[config.mk]
export PLATFORM = sky130hd
export DESIGN_NAME = perf_counter_controller
export DESIGN_NICKNAME = d
export VERILOG_FILES = /design/src/rtl/perf_counter_controller.sv
export SDC_FILE = /design/constraint.sdc
export NUM_CORES = 2
export LEC_CHECK = 0
export CELL_PAD_IN_SITES_DETAIL_PLACEMENT = 2
export CELL_PAD_IN_SITES_GLOBAL_PLACEMENT = 2
export CORE_UTILIZATION = 39
export CTS_CLUSTER_DIAMETER = 120
export CTS_CLUSTER_SIZE = 28
export DETAILED_ROUTE_END_ITERATION = 8
export GPL_TIMING_DRIVEN = 0
export PLACE_DENSITY_LB_ADDON = 0.2
export SLEW_MARGIN = 20
export SYNTH_ARGS = -nofsm -noshare
export SYNTH_HDL_FRONTEND = slang
export SYNTH_SLANG_ARGS = --single-unit
[constraint.sdc]
create_clock -name clk -period 4.25 [get_ports clk]
set_input_delay 0.425 -clock clk [delete_from_list [all_inputs] [get_ports clk]]
set_output_delay 0.425 -clock clk [all_outputs]
set_load 0.05 [all_outputs]
[src/rtl/perf_counter_controller.sv]
// Performance-counter controller: event-selected counters with CSR access, inhibit/freeze,
// sticky overflow, and an atomic snapshot streamed to a debug sink over valid/ready.
module perf_counter_controller #(
    parameter int unsigned NUM_COUNTERS  = 4,
    parameter int unsigned COUNTER_WIDTH = 64,
    parameter int unsigned NUM_EVENTS    = 8,
    parameter int unsigned SEL_WIDTH     = $clog2(NUM_EVENTS),
    localparam int unsigned IDX_WIDTH    = $clog2(NUM_COUNTERS)
) (
    input  logic                     clk,
    input  logic                     rst,
    input  logic [NUM_EVENTS-1:0]    eventIn,
    input  logic                     freeze,
    input  logic                     cfgWe,
    input  logic [1:0]               cfgKind,
    input  logic [IDX_WIDTH-1:0]     cfgIdx,
    input  logic [COUNTER_WIDTH-1:0] cfgData,
    input  logic [IDX_WIDTH-1:0]     rdIdx,
    output logic [COUNTER_WIDTH-1:0] rdData,
    output logic [NUM_COUNTERS-1:0]  overflow,
    input  logic                     snapReq,
    output logic                     snapBusy,
    output logic                     dumpValid,
    input  logic                     dumpReady,
    output logic [IDX_WIDTH-1:0]     dumpIdx,
    output logic [COUNTER_WIDTH-1:0] dumpData
);

    localparam logic [1:0] KIND_VALUE   = 2'd0;
    localparam logic [1:0] KIND_SELECT  = 2'd1;
    localparam logic [1:0] KIND_INHIBIT = 2'd2;
    localparam logic [1:0] KIND_CLEAR   = 2'd3;
    localparam logic [IDX_WIDTH-1:0] LAST_IDX = IDX_WIDTH'(NUM_COUNTERS - 1);

    typedef enum logic [0:0] {StIdle, StDump} state_e;

    state_e                   state_q;
    logic [COUNTER_WIDTH-1:0] cnt_q    [NUM_COUNTERS];
    logic [COUNTER_WIDTH-1:0] cnt_d    [NUM_COUNTERS];
    logic [COUNTER_WIDTH-1:0] shadow_q [NUM_COUNTERS];
    logic [SEL_WIDTH-1:0]     sel_q    [NUM_COUNTERS];
    logic [SEL_WIDTH-1:0]     sel_d    [NUM_COUNTERS];
    logic [NUM_COUNTERS-1:0]  inhibit_q, inhibit_d;
    logic [NUM_COUNTERS-1:0]  ovf_d;
    logic [IDX_WIDTH-1:0]     next_idx;

    assign rdData   = cnt_q[rdIdx];
    assign next_idx = dumpIdx + IDX_WIDTH'(1);

    always_comb begin
        logic hit;
        logic inc;
        hit = 1'b0;
        inc = 1'b0;
        inhibit_d = inhibit_q;
        if (cfgWe && cfgKind == KIND_INHIBIT) begin
            inhibit_d = cfgData[NUM_COUNTERS-1:0];
        end
        for (int i = 0; i < NUM_COUNTERS; i++) begin
            hit      = cfgWe && (cfgIdx == IDX_WIDTH'(i));
            inc      = eventIn[sel_q[i]] && !inhibit_q[i] && !freeze;
            cnt_d[i] = cnt_q[i];
            sel_d[i] = sel_q[i];
            ovf_d[i] = overflow[i];
            if (hit && cfgKind == KIND_SELECT) begin
                sel_d[i] = (cfgData < COUNTER_WIDTH'(NUM_EVENTS)) ? cfgData[SEL_WIDTH-1:0] : '0;
            end
            if (hit && cfgKind == KIND_CLEAR) begin
                ovf_d[i] = 1'b0;
            end
            // A value write wins over the event; a wrap wins over a clear.
            if (hit && cfgKind == KIND_VALUE) begin
                cnt_d[i] = cfgData;
            end else if (inc) begin
                cnt_d[i] = cnt_q[i] + COUNTER_WIDTH'(1);
                if (&cnt_q[i]) begin
                    ovf_d[i] = 1'b1;
                end
            end
        end
    end

    always_ff @(posedge clk) begin
        if (rst) begin
            cnt_q     <= '{default: '0};
            sel_q     <= '{default: '0};
            inhibit_q <= '0;
            overflow  <= '0;
        end else begin
            cnt_q     <= cnt_d;
            sel_q     <= sel_d;
            inhibit_q <= inhibit_d;
            overflow  <= ovf_d;
        end
    end

    always_ff @(posedge clk) begin
        if (rst) begin
            state_q   <= StIdle;
            shadow_q  <= '{default: '0};
            snapBusy  <= 1'b0;
            dumpValid <= 1'b0;
            dumpIdx   <= '0;
            dumpData  <= '0;
        end else begin
            case (state_q)
                StIdle: begin
                    // Capture post-update values so the snapshot matches what rdData shows next.
                    if (snapReq) begin
                        shadow_q  <= cnt_d;
                        state_q   <= StDump;
                        snapBusy  <= 1'b1;
                        dumpValid <= 1'b1;
                        dumpIdx   <= '0;
                        dumpData  <= cnt_d[0];
                    end
                end
                StDump: begin
                    if (dumpReady) begin
                        if (dumpIdx == LAST_IDX) begin
                            state_q   <= StIdle;
                            snapBusy  <= 1'b0;
                            dumpValid <= 1'b0;
                            dumpIdx   <= '0;
                            dumpData  <= '0;
                        end else begin
                            dumpIdx  <= next_idx;
                            dumpData <= shadow_q[next_idx];
                        end
                    end
                end
                default: state_q <= StIdle;
            endcase
        end
    end

endmodule

# == Word level (Yosys, flattened, before mapping) ==
# Index checks and enable logic that the tools add are counted.
# Widths: inputs -> output; s select.
# totals
register_bits,600
inputBits,84
output_inout_bits,136
elab_cells,137
# op_classes
add_sub_neg,5
n_lt_le_gt_ge,7
n_eq_ne,10
muxes,55
bitwise_logic,3
reduce_logical,39
# ops
op,n
$mux 64,15
$add 64x1->64 const B,4
$bmux 64 s2,2
$reduce_and 64->1,4
$pmux 64 s2,1
$lt 64x4->1 const B,1
$mux 1,26
$logic_and 1x1->1,25
$lt 3x4->1 const B,4
$bmux 1 s3,4
$eq 2x2->1 const B,5
$ge 3x3->1 const B,2
$mux 2,3
$not 2->3,2
$logic_not 1->1,5
$eq 2x1->1 const B,2
$logic_not 2->1,2
$ne 2x2->1 const B,2
$pmux 1 s2,2
$pmux 2 s2,1
$reduce_and 2->1,2
$mux 3,1
$reduce_and 3->1,1
$add 2x1->2 const B,1
2 further kinds,2

# == Longest topological paths before layout ==
# depth
ltp_word,8
ltp_mapped,9
depth_no_buf,8

# == Least setup slack after synthesis ==
# No wires, ideal clock.
# synth_timing
kind,reg-to-reg
start,register dumpIdx[0]
end,register dumpData[56]
setup_time_ns,0.132
t_arrival_ns,2.569
required_ns,4.118
slack_ns,1.549
stages_incl_launch_ff,7
path_buffers,2
synth_period_minus_slack_ns,2.701
path_cell_list,dfxtp_1 buf_2 buf_1 mux4_2 a221o_1 a21oi_1 nor3_1
# synth_via
elab_chain_cells,8
word_cells_on_any_way,9
classes_between,add/sub: 1; eq/ne: 1; mux: 6; bitwise: 1
# synth_rtl
item,line_no,source
from (decl),25,"output logic [IDX_WIDTH-1:0] dumpIdx,"
from (signal assigned),127,dumpIdx <= next_idx;
$add 2x1->2,48,assign next_idx = dumpIdx + IDX_WIDTH'(1);
$not 2->3 (implied by the code),128,dumpData <= shadow_q[next_idx];
$bmux 64 s2,128,
$mux 64 (implied by the code) (2 in series),128,
$mux 64 *,120,if (dumpIdx == LAST_IDX) begin
$mux 64 *,119,if (dumpReady) begin
$pmux 64 s2 *,106,case (state_q)
to (signal assigned),115,dumpData <= cnt_d[0];
to (signal assigned),128,
to (decl),26,output logic [COUNTER_WIDTH-1:0] dumpData
# Mark *: on every way between the ends. The rest lies on a longest branch, timed or not. The select of a mux whose other input is x is not followed.
# A chain may end at the register's enable or synchronous reset.

# == Worst setup path in the final report ==
# layout_timing
start,input port cfgWe
end,register cnt_q[99] (netlist name)
# layout_via
elab_chain_cells,3
# layout_rtl
item,line_no,source
from (decl),14,"input logic cfgWe,"
$logic_and 1x1->1,60,hit = cfgWe && (cfgIdx == IDX_WIDTH'(i));
$logic_and 1x1->1,72,if (hit && cfgKind == KIND_VALUE) begin
$mux 64,72,
to (signal assigned),90,cnt_q <= cnt_d;
to (decl),38,logic [COUNTER_WIDTH-1:0] cnt_q [NUM_COUNTERS];
# No other way between the ends.

==> metrics.txt <==
setup bufs post-CTS 0; synth top area cells dfxtp_1 (37%), mux4_2 (9.1%), nor2_1 (8.8%); vias in the first global route 37100; hold depth 3; number of flops mapped to enable cells by yosys 0; post-synthesis sequential area ratio 37.1%; Setup crit start kind input pin; Synth Register Bits 600; DR vias approximately 38000; Via density 7.21; Layout Nets 4308; synth unique cells 87; depth of the CTS H-tree 1; Sink Count 600; total power 11.8 mW; post-synthesis adder-cell area fraction less than 1%; grt total ovfl 0; GR Util All Layers 52.6%; share of cells above drive strength 1 6.93%; initial antenna violation count 29; CP max FO 10; Worst Hold Endpoint shadow_q[63]; drt pass-1 iters 8; hold buffers post-CTS 0; Detailed Route Iter0 Violations 6066; syn avg cell area 8.11 µm²; fmax 233 MHz; Syn Nets between 4000 and 5000; Top Usage Layer GRT met2; Die Height 290 µm; RSZ-0062 raised after global routing false; DRC viols 0; share of flip-flops with an asynchronous set or reset 0%; final WL 229000 µm; pre-CTS setup slack -0.557 ns; RD Place Congestion about 1.1; CTS buffer count 26; HP Class in -> reg; final critical-path share of the clock period 101%; largest net degree at the start of global routing 29; total die area ~0.084 mm²; required time worst endpoint 4.83 ns; Layout Area Growth over Synthesis 13.1%; setup slack, reg-to-reg 0.01 ns; top cell type's share of synthesized area a little under two fifths; Final Setup Violations 1; Mapped Cells 3994; Arr. time, crit path 4.87 ns; FF-to-FF End shadow_q[255]; Hold Fails Final Rpt 0; Cell Area, Synth 0.0324 mm²; Worst-Margin Slew about 1.3 ns; Clk Latency, worst-skew pair between 0.6 and 0.7 ns; Final Core Density around 45%; status finished, violations left; worst r2r src cnt_q[210]; P_leak 12.0 nW; TNS Setup -0.0405 ns; R2R cell count 8; Yosys top cell by area dfxtp_1; GR Util met1 64.8%; P per Cell Area around 320 mW/mm²; Routed Antenna Nets 0; Clk pin slew, worst setup/hold paths 0.14 ns; synth warn 0; core box area ~0.082 mm²; Worst slew margin 12.0%; violated checks setup timing; Worst setup EP type flop; row count 105; mux cell area share after synthesis 10.2%; fin. max-slew vios 0; Final Critical Period roughly 4.3 ns; DP Wirelength 184000 µm; Worst Clk Skew 0.0300 ns; first-pass GRT wire length a little over 300000 µm; CP Class in -> reg; minimum hold slack 0.292 ns; simple-gate share of the synthesized area 29.8%; Avg WL per Cell 43.2 µm; ys flop type dfxtp_1; Clock Tree Buf Depth 3; Post-Synth XOR/XNOR Area 5.27%; Root Driver clkbuf_16; initial core utilization 39.5%; main combinational cell family by area after synthesis simple AND/OR/NAND/NOR gates; final worst slack -0.0405 ns; area fraction in compound gates after synthesis 13.3%; worst vdd ir around 0.34 mV; CTS tree done; Max-Cap Viols 0; die width 290 µm; hold path startpoint cfgData[63]; met3 Track Usage GR 24.4%; Top Ports 220; I/O Buffers 192; met2 usage 73.9%
-- area by class of cell --
class / instances / area, µm²
Clock inverter: 7 / 83.8
Inverter: 28 / 105
Antenna cell: 8 / 20.0
Buffer: 318 / 1290
Fill cell: 9433 / 45400
Multi-Input combinational cell: 3047 / 19100
Tap cell: 1070 / 1340
Sequential cell: 600 / 12000
Clock buffer: 28 / 679
Timing Repair Buffer: 198 / 1980
-- timing repair --
item	4_1_cts	5_1_grt
pin swaps	0	0
hold endpoints to repair	0	0
endpoints found under the setup margin	1	3
resized for setup	0	1
-- critical path: stages --
cell	delay [ns]
clkdlybuf4s50_1	0.56
or3b_2	0.46
clkbuf_1	0.19
nor2_1	0.77
buf_2	0.51
clkbuf_1	0.75
clkbuf_1	0.79
nor2_1	0.15
nor3_1	0.24
-- report_power, final --
part           switching (mW)  total (mW)  internal, mW
combinational            1.72        2.29         0.566
clock                    2.22        3.46          1.24
sequential              0.244        6.03          5.79
-- cells in the mapped netlist (13+ instances only) --
cell type,instances
nor2_1,759
dfxtp_1,600
nand2_1,439
nor3_1,295
clkbuf_1,263
nand3_1,189
a21oi_1,132
mux4_2,131
xor2_1,116
a221oi_1,85
nand4_1,84
nor4_1,84
xnor2_1,79
a31oi_1,78
o21ai_0,74
a211oi_1,65
and3_1,49
buf_1,30
and4_1,28
inv_1,28
or3_1,27
a221o_1,25
mux2i_1,25
o31a_1,24
o21a_1,21
or4_1,21
buf_2,16
o22ai_1,16
nand2b_1,13
-- cells by family after synthesis --
logic type	Yosys count
buffers and inverters	347
xor gates and xnor gates	195
muxes	164
DFF	600
AOI/OAI and AO/OA	607
adders and majority gates	5
and+or+nand+nor	2076
-- registers in the layout, indices dropped and copies added, names as in the netlist --
register,count
shadow_q,256
inhibit_q,4
cnt_q,256
overflow,4
dumpIdx,2
state_q,1
sel_q,12
dumpValid,1
dumpData,64
-- worst max path at each step --
stage / from / to / slack, ns / cells past startpoint
after detailed placement: freeze / shadow_q[62] / -0.56 / 9
after global routing: cfgWe / cnt_q[99] / 0.05 / 9
after CTS: cnt_q[6] / shadow_q[62] / -0.01 / 8
after floorplan: dumpIdx[0] / dumpData[56] / 1.55 / 6
after global placement: freeze / dumpData[16] / -1.01 / 8
final: cfgWe / cnt_q[99] / -0.04 / 9
-- placed cells by master, fill, tap and decap left out, types with 77 or more instances in the layout --
master           Yosys  final
clkdlybuf4s50_1      0    192
xnor2_1             79     79
mux4_2             131    131
dfxtp_1            600    600
nor3_1             295    291
clkbuf_1           263    246
nand4_1             84     84
nand2_1            439    439
a221oi_1            85     84
nand3_1            189    189
a31oi_1             78     78
nor2_1             759    758
xor2_1             116    116
nor4_1              84     77
a21oi_1            132    132
-- metal layers --
metal / up-vias / wire length, µm
li1: 14800 / -
met1: 19400 / 83800
met2: 3192 / 91000
met3: 815 / 37200
met4: 34 / 17100
met5: - / 325
-- metrics by stage --
stage | std cells | area (µm²)
after global placement | 5256 | 35700
after global routing | 5299 | 36600
after detailed placement | 5261 | 35800
final | 5304 | 36700
after floorplan | 3994 | 32400
after CTS | 5296 | 36600
Power figures use the tool's default switching activity.
